--- src/rtl/ultrasonic_echo_emulator_if.sv ---
// Trigger/echo bus between a ranging controller (master) and the echo emulator (slave).
interface ultrasonic_echo_emulator_if;
  logic        trigger;
  logic [8:0]  distance_cm;
  logic        echo;
  logic        busy;
  logic        trig_err;
  logic [15:0] meas_count;

  modport master (
    output trigger, distance_cm,
    input  echo, busy, trig_err, meas_count
  );

  modport slave (
    input  trigger, distance_cm,
    output echo, busy, trig_err, meas_count
  );
endinterface

--- src/rtl/ultrasonic_echo_emulator.sv ---
// HC-SR04-style responder: validates a trigger pulse, waits a launch delay, then emits an echo
// whose width encodes distance_cm. Define US_ECHO_JITTER_EN to add 0..63 cycles of LFSR jitter.
module ultrasonic_echo_emulator #(
  parameter int unsigned CYCLES_PER_CM = 2900,
  parameter int unsigned MIN_TRIG_CYC  = 500,
  parameter int unsigned LAUNCH_DLY    = 10000,
  parameter int unsigned MAX_CM        = 400,
  parameter int unsigned TIMEOUT_CYC   = 1900000,
  parameter int unsigned HOLDOFF_CYC   = 500000
) (
  input logic clk,
  input logic reset,
  ultrasonic_echo_emulator_if.slave bus
);

  localparam logic [20:0] MIN_L    = 21'(MIN_TRIG_CYC);
  localparam logic [20:0] MAX_L    = 21'(MAX_CM);
  localparam logic [20:0] LD_LAST  = 21'(LAUNCH_DLY - 1);
  localparam logic [20:0] CPC_LAST = 21'(CYCLES_PER_CM - 1);
  localparam logic [20:0] TO_LAST  = 21'(TIMEOUT_CYC - 1);
  localparam logic [20:0] HO_LAST  = 21'(HOLDOFF_CYC - 1);

  typedef enum logic [2:0] {IDLE, TRIG, DELAY, ECHO, HOLDOFF} state_t;

  state_t      r_state, w_next;
  logic [1:0]  r_sync;
  logic        r_trig_prev;
  logic [20:0] r_trig_cnt;
  logic [20:0] r_cnt;
  logic [8:0]  r_dist;
  logic [8:0]  r_cm;
  logic        r_to;
  logic [5:0]  r_tail;
  logic        r_main_done;
  logic        r_trig_err;
  logic [15:0] r_meas;
  logic        w_err_pulse;
  logic        w_trig_s, w_rise, w_in_range, w_main_last, w_echo_last;
  logic [5:0]  w_jitter;

  assign w_trig_s   = r_sync[1];
  assign w_rise     = w_trig_s & ~r_trig_prev;
  assign w_in_range = (r_dist != 9'd0) && (21'(r_dist) <= MAX_L);

  // Main phase is either cm x sub-cm counting or a flat timeout; the jitter tail follows it.
  assign w_main_last = r_to ? (r_cnt == TO_LAST) : ((r_cnt == CPC_LAST) && (r_cm == 9'd1));
  assign w_echo_last = r_main_done ? (r_tail == 6'd1) : (w_main_last && (r_tail == 6'd0));

`ifdef US_ECHO_JITTER_EN
  logic [15:0] r_lfsr;

  always_ff @(posedge clk) begin
    if (!reset) r_lfsr <= 16'hACE1;
    else        r_lfsr <= {1'b0, r_lfsr[15:1]} ^ (r_lfsr[0] ? 16'hB400 : 16'h0000);
  end

  assign w_jitter = r_lfsr[5:0];
`else
  assign w_jitter = 6'd0;
`endif

  always_ff @(posedge clk) begin
    if (!reset) r_state <= IDLE;
    else        r_state <= w_next;
  end

  always_comb begin
    w_next      = r_state;
    w_err_pulse = 1'b0;
    case (r_state)
      IDLE:    if (w_rise) w_next = TRIG;
      TRIG: begin
        if (!w_trig_s) begin
          if (r_trig_cnt >= MIN_L) begin
            w_next = DELAY;
          end else begin
            w_next      = IDLE;
            w_err_pulse = 1'b1;
          end
        end
      end
      DELAY:   if (r_cnt == LD_LAST) w_next = ECHO;
      ECHO:    if (w_echo_last) w_next = HOLDOFF;
      HOLDOFF: if (r_cnt == HO_LAST) w_next = IDLE;
      default: w_next = IDLE;
    endcase
  end

  always_ff @(posedge clk) begin
    if (!reset) begin
      r_sync      <= 2'b00;
      r_trig_prev <= 1'b0;
      r_trig_cnt  <= '0;
      r_cnt       <= '0;
      r_dist      <= '0;
      r_cm        <= '0;
      r_to        <= 1'b0;
      r_tail      <= '0;
      r_main_done <= 1'b0;
      r_trig_err  <= 1'b0;
      r_meas      <= '0;
    end else begin
      r_sync      <= {r_sync[0], bus.trigger};
      r_trig_prev <= w_trig_s;
      r_trig_err  <= w_err_pulse;
      case (r_state)
        IDLE: begin
          // The rising cycle already counts as one cycle of trigger-high time.
          if (w_rise) begin
            r_trig_cnt <= 21'd1;
            r_dist     <= bus.distance_cm;
          end
        end
        TRIG: begin
          r_cnt <= '0;
          if (w_trig_s && (r_trig_cnt < MIN_L)) r_trig_cnt <= r_trig_cnt + 21'd1;
        end
        DELAY: begin
          if (r_cnt == LD_LAST) begin
            r_cnt       <= '0;
            r_cm        <= r_dist;
            r_to        <= ~w_in_range;
            r_tail      <= w_jitter;
            r_main_done <= 1'b0;
          end else begin
            r_cnt <= r_cnt + 21'd1;
          end
        end
        ECHO: begin
          if (w_echo_last) begin
            r_cnt  <= '0;
            r_meas <= r_meas + 16'd1;
          end else if (r_main_done) begin
            r_tail <= r_tail - 6'd1;
          end else if (w_main_last) begin
            r_main_done <= 1'b1;
          end else if (!r_to && (r_cnt == CPC_LAST)) begin
            r_cnt <= '0;
            r_cm  <= r_cm - 9'd1;
          end else begin
            r_cnt <= r_cnt + 21'd1;
          end
        end
        HOLDOFF: r_cnt <= r_cnt + 21'd1;
        default: r_cnt <= '0;
      endcase
    end
  end

  assign bus.echo       = (r_state == ECHO);
  assign bus.busy       = (r_state != IDLE);
  assign bus.trig_err   = r_trig_err;
  assign bus.meas_count = r_meas;

endmodule

--- src/flat_wrapper.sv ---
// flat-port wrapper written by rule: the top's interface ports become plain ports
module ultrasonic_echo_emulator_flat 
#(
  parameter int unsigned CYCLES_PER_CM = 2900,
  parameter int unsigned MIN_TRIG_CYC  = 500,
  parameter int unsigned LAUNCH_DLY    = 10000,
  parameter int unsigned MAX_CM        = 400,
  parameter int unsigned TIMEOUT_CYC   = 1900000,
  parameter int unsigned HOLDOFF_CYC   = 500000
)
  (clk, reset, bus_trigger, bus_distance_cm, bus_echo, bus_busy, bus_trig_err, bus_meas_count);
  ultrasonic_echo_emulator_if bus_i ();
  input logic clk;
  input logic reset;
  input wire logic [$bits(bus_i.trigger)-1:0] bus_trigger;
  input wire logic [$bits(bus_i.distance_cm)-1:0] bus_distance_cm;
  output wire logic [$bits(bus_i.echo)-1:0] bus_echo;
  output wire logic [$bits(bus_i.busy)-1:0] bus_busy;
  output wire logic [$bits(bus_i.trig_err)-1:0] bus_trig_err;
  output wire logic [$bits(bus_i.meas_count)-1:0] bus_meas_count;
  assign bus_i.trigger = bus_trigger;
  assign bus_i.distance_cm = bus_distance_cm;
  assign bus_echo = bus_i.echo;
  assign bus_busy = bus_i.busy;
  assign bus_trig_err = bus_i.trig_err;
  assign bus_meas_count = bus_i.meas_count;
  ultrasonic_echo_emulator #(.CYCLES_PER_CM(CYCLES_PER_CM), .MIN_TRIG_CYC(MIN_TRIG_CYC), .LAUNCH_DLY(LAUNCH_DLY), .MAX_CM(MAX_CM), .TIMEOUT_CYC(TIMEOUT_CYC), .HOLDOFF_CYC(HOLDOFF_CYC)) u_core (.clk(clk), .reset(reset), .bus(bus_i));
endmodule
--- config.mk ---
export PLATFORM = sky130hd
export DESIGN_NAME = ultrasonic_echo_emulator_flat
export DESIGN_NICKNAME = d
export VERILOG_FILES = /design/src/rtl/ultrasonic_echo_emulator_if.sv /design/src/rtl/ultrasonic_echo_emulator.sv /design/src/flat_wrapper.sv
export SDC_FILE = /design/constraint.sdc
export NUM_CORES = 1
export LEC_CHECK = 0
export CAP_MARGIN = 25
export CELL_PAD_IN_SITES_DETAIL_PLACEMENT = 1
export CELL_PAD_IN_SITES_GLOBAL_PLACEMENT = 1
export CORE_ASPECT_RATIO = 0.9
export CORE_UTILIZATION = 35
export DETAILED_ROUTE_END_ITERATION = 10
export PLACE_DENSITY = 0.75
export SLEW_MARGIN = 20
export SYNTH_ARGS = -nofsm -noshare
export SYNTH_HDL_FRONTEND = slang
export SYNTH_SLANG_ARGS = --single-unit
--- constraint.sdc ---
create_clock -name clk -period 3.94 [get_ports clk]
set_input_delay 0.394 -clock clk [delete_from_list [all_inputs] [get_ports clk]]
set_output_delay 0.394 -clock clk [all_outputs]
set_load 0.01 [all_outputs]
==> impl_results.md, run 1 <==
* Tightest Hold Check Type: reg -> reg
* CP Launch Point: u_core.r_cm[4]
* Port bufs at 30
* Detailed placement HPWL at 8950 um
* Final min period at 3140 ps
* LEAKAGE at 1.97 nW
* Total track usage at 0.194
* Drt pass-1 iters at 4
* Die span in y at 113 um
* Setup CP Type: reg -> reg
* 1st-iter DRT viols at 205
* Startpoint types: flop
* Hold Crit Depth at 1
* Synth Flop Type: dfxtp_1
* Cell Rows at 40
* RSZ-0062 raised after global routing: no
* Proportion of layout cells with a drive suffix above 1 at 0.0570
* Syn_nets at 617
* DIE WIDTH at 125 um
* CTS Sinks at 91
* Root Buffer: clkbuf_16
* Fin nets at 630
* CTS tree: yes
* Slowest cell delay on critical path at 600 ps
* Power, Total at 0.00193 W
* YS warnings at 0
* CP Capture Type: flop
* Vias in the first global route at 4551
* Final TNS setup at 0 ps
* Post-synth EDFFs at 0
* Vias per inst at 5.66
* Largest net degree at the start of global routing at 47
* Most frequent cells in the layout: 91 x dfxtp_1, 60 x nand2_1, 53 x nor2_1
* Mapped cell area at 4800 um2
* Synth Area per Inst at 8.05 um2
* WP data arrival at 3430 ps
* # Post-CTS Setup Buffers at 0
* Synthesis-stage register bit count at 91
* Initial antenna violation count at 0
* Area grow syn2layout at 15.0%
* Fmax at 318 MHz
* Stages on worst setup path at 6
* Worst r2r path cells at 6
* Worst Path Max Fanout at 12
* Ant diodes at 0
* Family with the most delay on the worst path: simple AND/OR/NAND/NOR gates
* Final setup vio count at 0
* H-tree levels at 3
* Routability Congestion at 0.875
* Status: finished, final reports clean
* Ys async rst share at 0
* Slew @ Worst Pin at 935 ps
* Most common cell after layout, fill and taps aside: dfxtp_1
* Slowest CP cell: or4_1
* Core Area at 13400 um2
* Min-delay src: u_core.r_sync[0]
* First-pass GRT wire length at 22300 um
* WL per Instance at 16.4 um
* Number of remaining DRC errors at 0
* Clock Skews at 7.10 ps
* Clock latency at the later pin of the worst-skew pair at 350 ps
* Max Buffers Root-to-Sink at 2
* Multi-input logic area at 2750 um2
* IO Count at 31
* Most frequent CP cell: nor4_1
* Total CTS buffers at 9
* Post-place setup slack at 767 ps
* Post-route setup slack at 797 ps
* Max Slew Vio Count at 0
* Register area at 1820 um2
* Antenna viol nets, final at 0
* Synth unique cells at 61
* DR vias at 4429
* Starting density of the core at 0.359
* Power per standard cell area at 350 nW/um2
* Relative slew slack at 0.376
* CP Cell Sequence: or4_1 -> nor4_1 -> and4_1 -> o2111ai_1 -> nor4_1 -> mux2i_1
* Final hold viol count at 0
* Final WL at 12900 um
* CP Data Required Time at 4230 ps
* Synth Instances at 596
* Post_cts resized at 0
* Max Cap Viol at 0
* Fin crit share at 0.798
* Die area at 14200 um2
* Worst Path Buf+Inv at 0
* # hold bufs at CTS at 0
* GRT overflow at 0
* Worst-path clk slew at 60 ps
* Sequential element share of the synthesized area at 0.380
* Layout fillers at 1622
* Max VDD drop at 0.000249 V
* R2r startpoint: u_core.r_cm[4]
[report_power, final]
group	switching, W	leakage, nW	total, W	internal (W)
sequential	0.00000841	0.734	0.000935	0.000927
clock	0.000379	0.142	0.000890	0.000511
combinational	0.0000642	1.10	0.000106	0.0000417
[cell families (layout without fill, tap and decap cells)]
family / count (synthesis) / in the layout / share of synthesized area
DFF: 91 / 91 / 0.380
AOI/OAI and AO/OA: 126 / 126 / 0.175
adders and majority gates: 9 / 9 / 0.0235
buffers and inverters: 57 / 75 / 0.0477
muxes: 15 / 15 / 0.0313
xor gates and xnor gates: 9 / 9 / 0.0164
and+or+nand+nor: 289 / 289 / 0.327
[per-layer routing]
layer / vias up / wire length, um / share of wire / GRT usage
li1: 2209 / - / - / -
met1: 2154 / 6090 / 0.47 / 0.246
met2: 51 / 6180 / 0.48 / 0.326
met3: 15 / 397 / 0.031 / 0.0392
met4: 0 / 194 / 0.015 / 0.0732
met5: - / 0 / 0 / 0
[cells in the mapped netlist, types with 5 or more instances]
cell	number	area [um2]
and2_1	10	62.6
inv_1	23	86.3
o22ai_1	5	31.3
a41oi_1	6	52.6
or4_1	8	60.1
nor2_1	53	199
dfxtp_1	91	1820
xor2_1	6	52.6
o211ai_1	12	90.1
and3_1	25	156
a31oi_1	8	50.1
nor4b_1	5	43.8
o311ai_0	6	52.6
ha_1	9	113
or2_2	6	37.5
nand2_1	60	225
nor3_1	14	70.1
clkbuf_1	28	105
nand2b_1	12	75.1
or3_1	15	93.8
o21a_1	6	45.0
nand4_1	19	119
a21oi_1	27	135
mux2i_1	15	150
o21ai_0	29	145
nor4_1	12	75.1
nand3_1	27	135
[worst register-to-register path: stages, from the launching register on]
cell       delay, ps
dfxtp_1          340
or4_1            600
nor4_1           520
and4_1           460
o2111ai_1        440
nor4_1           500
mux2i_1          220
[path summary, 6_finish.rpt]
path                               endpoint  slack [ps]
setup / recovery  u_core.bus.meas_count[15]         800
setup reg to reg  u_core.bus.meas_count[15]         800
hold / removal             u_core.r_sync[1]         440
hold reg to reg            u_core.r_sync[1]         440
[cell type report]
class | instances | area share
timing repair buffer | 36 | 0.0626
clock buffer | 11 | 0.0440
sequential | 91 | 0.330
tap | 168 | 0.0381
inverter | 23 | 0.0157
multi-input combinational | 448 | 0.498
clock inverter | 5 | 0.0113
[registers in the layout (all words and copies together) (netlist names)]
name and count:
u_core.r_to 1, u_core.r_trig_cnt 21, u_core.r_tail 6, u_core.r_cm 9, u_core.r_cnt 21, u_core.bus.trig_err 1
u_core.r_dist 9, u_core.r_sync 2, u_core.r_main_done 1, u_core.r_state 3, u_core.r_trig_prev 1, u_core.bus.meas_count 16
[per-stage QoR]
step	utilization	hold slack [ps]	std cells	instance area [um2]
6_report	0.413	439	782	5510
5_1_grt	0.413	484	782	5510
4_1_cts	0.413	445	782	5510
3_5_place_dp	0.390	434	766	5210
3_3_place_gp	0.390	420	766	5210
2_1_floorplan	-	412	596	4800
Note: power is estimated with default switching activity, not from simulation.
==> run 2, diff against run 1 <==
clock period = 3.2 ns   (was 3.94 ns; I/O delays follow)
==> impl_results.md, run 2 (synthesis results as in run 1) <==
* Final Cell Area at 5580 um2 (+1.2%)
* Clock Skews at 8.05 ps (+0.949 ps)
* IO Count at 31 (unchanged)
* Routability Congestion at 0.803 (-8.2%)
* Layout Cells excl Fill at 789 (+0.90%)
* Net switching power at 0.000562 W (+25%)
* Vias in the first global route at 4640 (+2.0%)
* Cell Rows at 40 (unchanged)
* Ant diodes at 0 (unchanged)
* Power per standard cell area at 426 nW/um2 (+22%)
* CTS Sinks at 91 (unchanged)
* Drt pass-1 iters at 4 (unchanged)
* Layout fillers at 1590 (-2.0%)
* CP Data Required Time at 3480 ps (-750 ps)
* Post-DP Area at 5270 um2 (+1.2%)
* Initial antenna violation count at 0 (unchanged)
* Max VDD drop at 0.000212 V (-15%)
* DIE WIDTH at 125 um (unchanged)
* Port bufs at 30 (unchanged)
* Family with the most delay on the worst path: simple AND/OR/NAND/NOR gates
* Detailed placement HPWL at 9150 um (+2.3%)
* # Post-CTS Setup Buffers at 0 (unchanged)
* DR vias at 4526 (+2.2%)
* Slowest CP cell: or4_1
* Most common cell after layout, fill and taps aside: dfxtp_1
* Setup CP Type: reg -> reg
* WP data arrival at 3260 ps (-170 ps)
* Slowest cell delay on critical path at 610 ps (about the same)
* LEAKAGE at 2.01 nW (+1.9%)
* Fin crit share at 0.933 (+0.135)
* Sequential share of power at 0.484 (about the same)
* Pint at 0.00182 W (+23%)
* Worst-path clk slew at 70 ps (about the same)
* Final WL at 12900 um (+0.58%)
* Area grow syn2layout at 16.4%
* Proportion of layout cells with a drive suffix above 1 at 0.0692 (+0.0122)
* Root Buffer: clkbuf_16
* WL per Instance at 16.4 um (-0.31%)
* Final hold viol count at 0 (unchanged)
* Starting density of the core at 0.359 (unchanged)
* Status: finished, final reports clean
* Clock latency at the later pin of the worst-skew pair at 350 ps (about the same)
* Final setup vio count at 0 (unchanged)
* 1st-iter DRT viols at 203 (-0.98%)
* Fmax at 335 MHz (+5.3%)
* Core Area at 13400 um2 (unchanged)
* Number of remaining DRC errors at 0 (unchanged)
* Max Cap Viol at 0 (unchanged)
* Max Buffers Root-to-Sink at 2 (unchanged)
* Relative slew slack at 0.489 (+0.113)
* First-pass GRT wire length at 22400 um (+0.25%)
* Startpoint types: flop
* Switching Fraction at 0.237 (+0.00292)
* Final TNS setup at 0 ps (unchanged)
* Total track usage at 0.194 (about the same)
* Total CTS buffers at 9 (unchanged)
* GRT overflow at 0 (unchanged)
* Worst Path Max Fanout at 11 (-1)
* RSZ-0062 raised after global routing: no
* Tightest Hold Check Type: reg -> reg
* H-tree levels at 3 (unchanged)
* CTS tree: yes
* Worst Path Buf+Inv at 0 (unchanged)
* Antenna viol nets, final at 0 (unchanged)
* Power, Total at 0.00238 W (+23%)
* Final min period at 2990 ps (-157 ps)
* CP Cell Sequence: or4_1 -> nor4_2 -> and4_1 -> o2111ai_1 -> or3_1 -> a21oi_1
* CP Capture Type: flop
* Max Slew Vio Count at 0 (unchanged)
* Combinational cell fraction of total power at 0.059 (+0.004)
* Vias per inst at 5.74 (+1.3%)
* Clock share of power at 0.457 (-0.004)
* Most frequent cells in the layout: 91 x dfxtp_1, 60 x nand2_1, 53 x nor2_1
* Die area at 14200 um2 (unchanged)
* Slew @ Worst Pin at 764 ps (-172 ps)
* Fin nets at 637 (+1.1%)
* Die span in y at 113 um (unchanged)
* Layout Utilization at 0.418 (+0.00515)
* Largest net degree at the start of global routing at 47 (unchanged)
* Cells after DPL at 773 (+0.91%)
-- run 2: final timing paths --
path | slack, ps | endpoint | cells after the start | start
min reg2reg | 450 | u_core.r_sync[1] | 1 | u_core.r_sync[0]
max | 210 | u_core.bus.meas_count[8] | 6 | u_core.r_cm[4]
min | 450 | u_core.r_sync[1] | 1 | u_core.r_sync[0]
max reg2reg | 210 | u_core.bus.meas_count[8] | 6 | u_core.r_cm[4]
-- run 2: cell type report --
class / count / area (um2) / share of cell area
multi-input cells: 448 / 2750 / 0.493
well taps: 168 / 210 / 0.0377
clock inverters: 6 / 73.8 / 0.0132
clock buffers: 10 / 229 / 0.0410
repair buffers: 43 / 410 / 0.0735
inverters: 23 / 86.3 / 0.0155
flip-flops and latches: 91 / 1820 / 0.326
-- run 2: worst register-to-register path: stages, from the launching register on --
cell,delay [ps]
dfxtp_1,350
or4_1,610
nor4_2,410
and4_1,460
o2111ai_1,410
or3_1,510
a21oi_1,170
-- run 2: stage by stage --
step                setup WS (ps)  hold WS, ps
floorplan                     656          412
global placement              333          424
global route                 36.5          481
detailed placement           35.0          434
finish                        214          448
CTS                          18.8          450
-- run 2: timing repair --
item	4_1_cts	5_1_grt
resized for setup	0	1
endpoints found under the hold margin	0	0
hold buffers	0	0
setup endpoints to repair	0	6
-- run 2: per-layer routing --
metal | share of wire | wire, um | GRT usage
met1 | 0.47 | 6110 | 0.240
met5 | 0 | 0 | 0
met4 | 0.014 | 180 | 0.0854
met2 | 0.48 | 6190 | 0.329
met3 | 0.035 | 447 | 0.0388
-- run 2: power by group through the flow --
stage                     Combinational (W)  Sequential [W]  Clock, W
after global placement             0.000136         0.00118         0
after floorplan                   0.0000898         0.00117         0
after global routing               0.000154         0.00115   0.00116
after detailed placement           0.000141         0.00118         0
final                              0.000139         0.00115   0.00109
after CTS                          0.000142         0.00115   0.00112
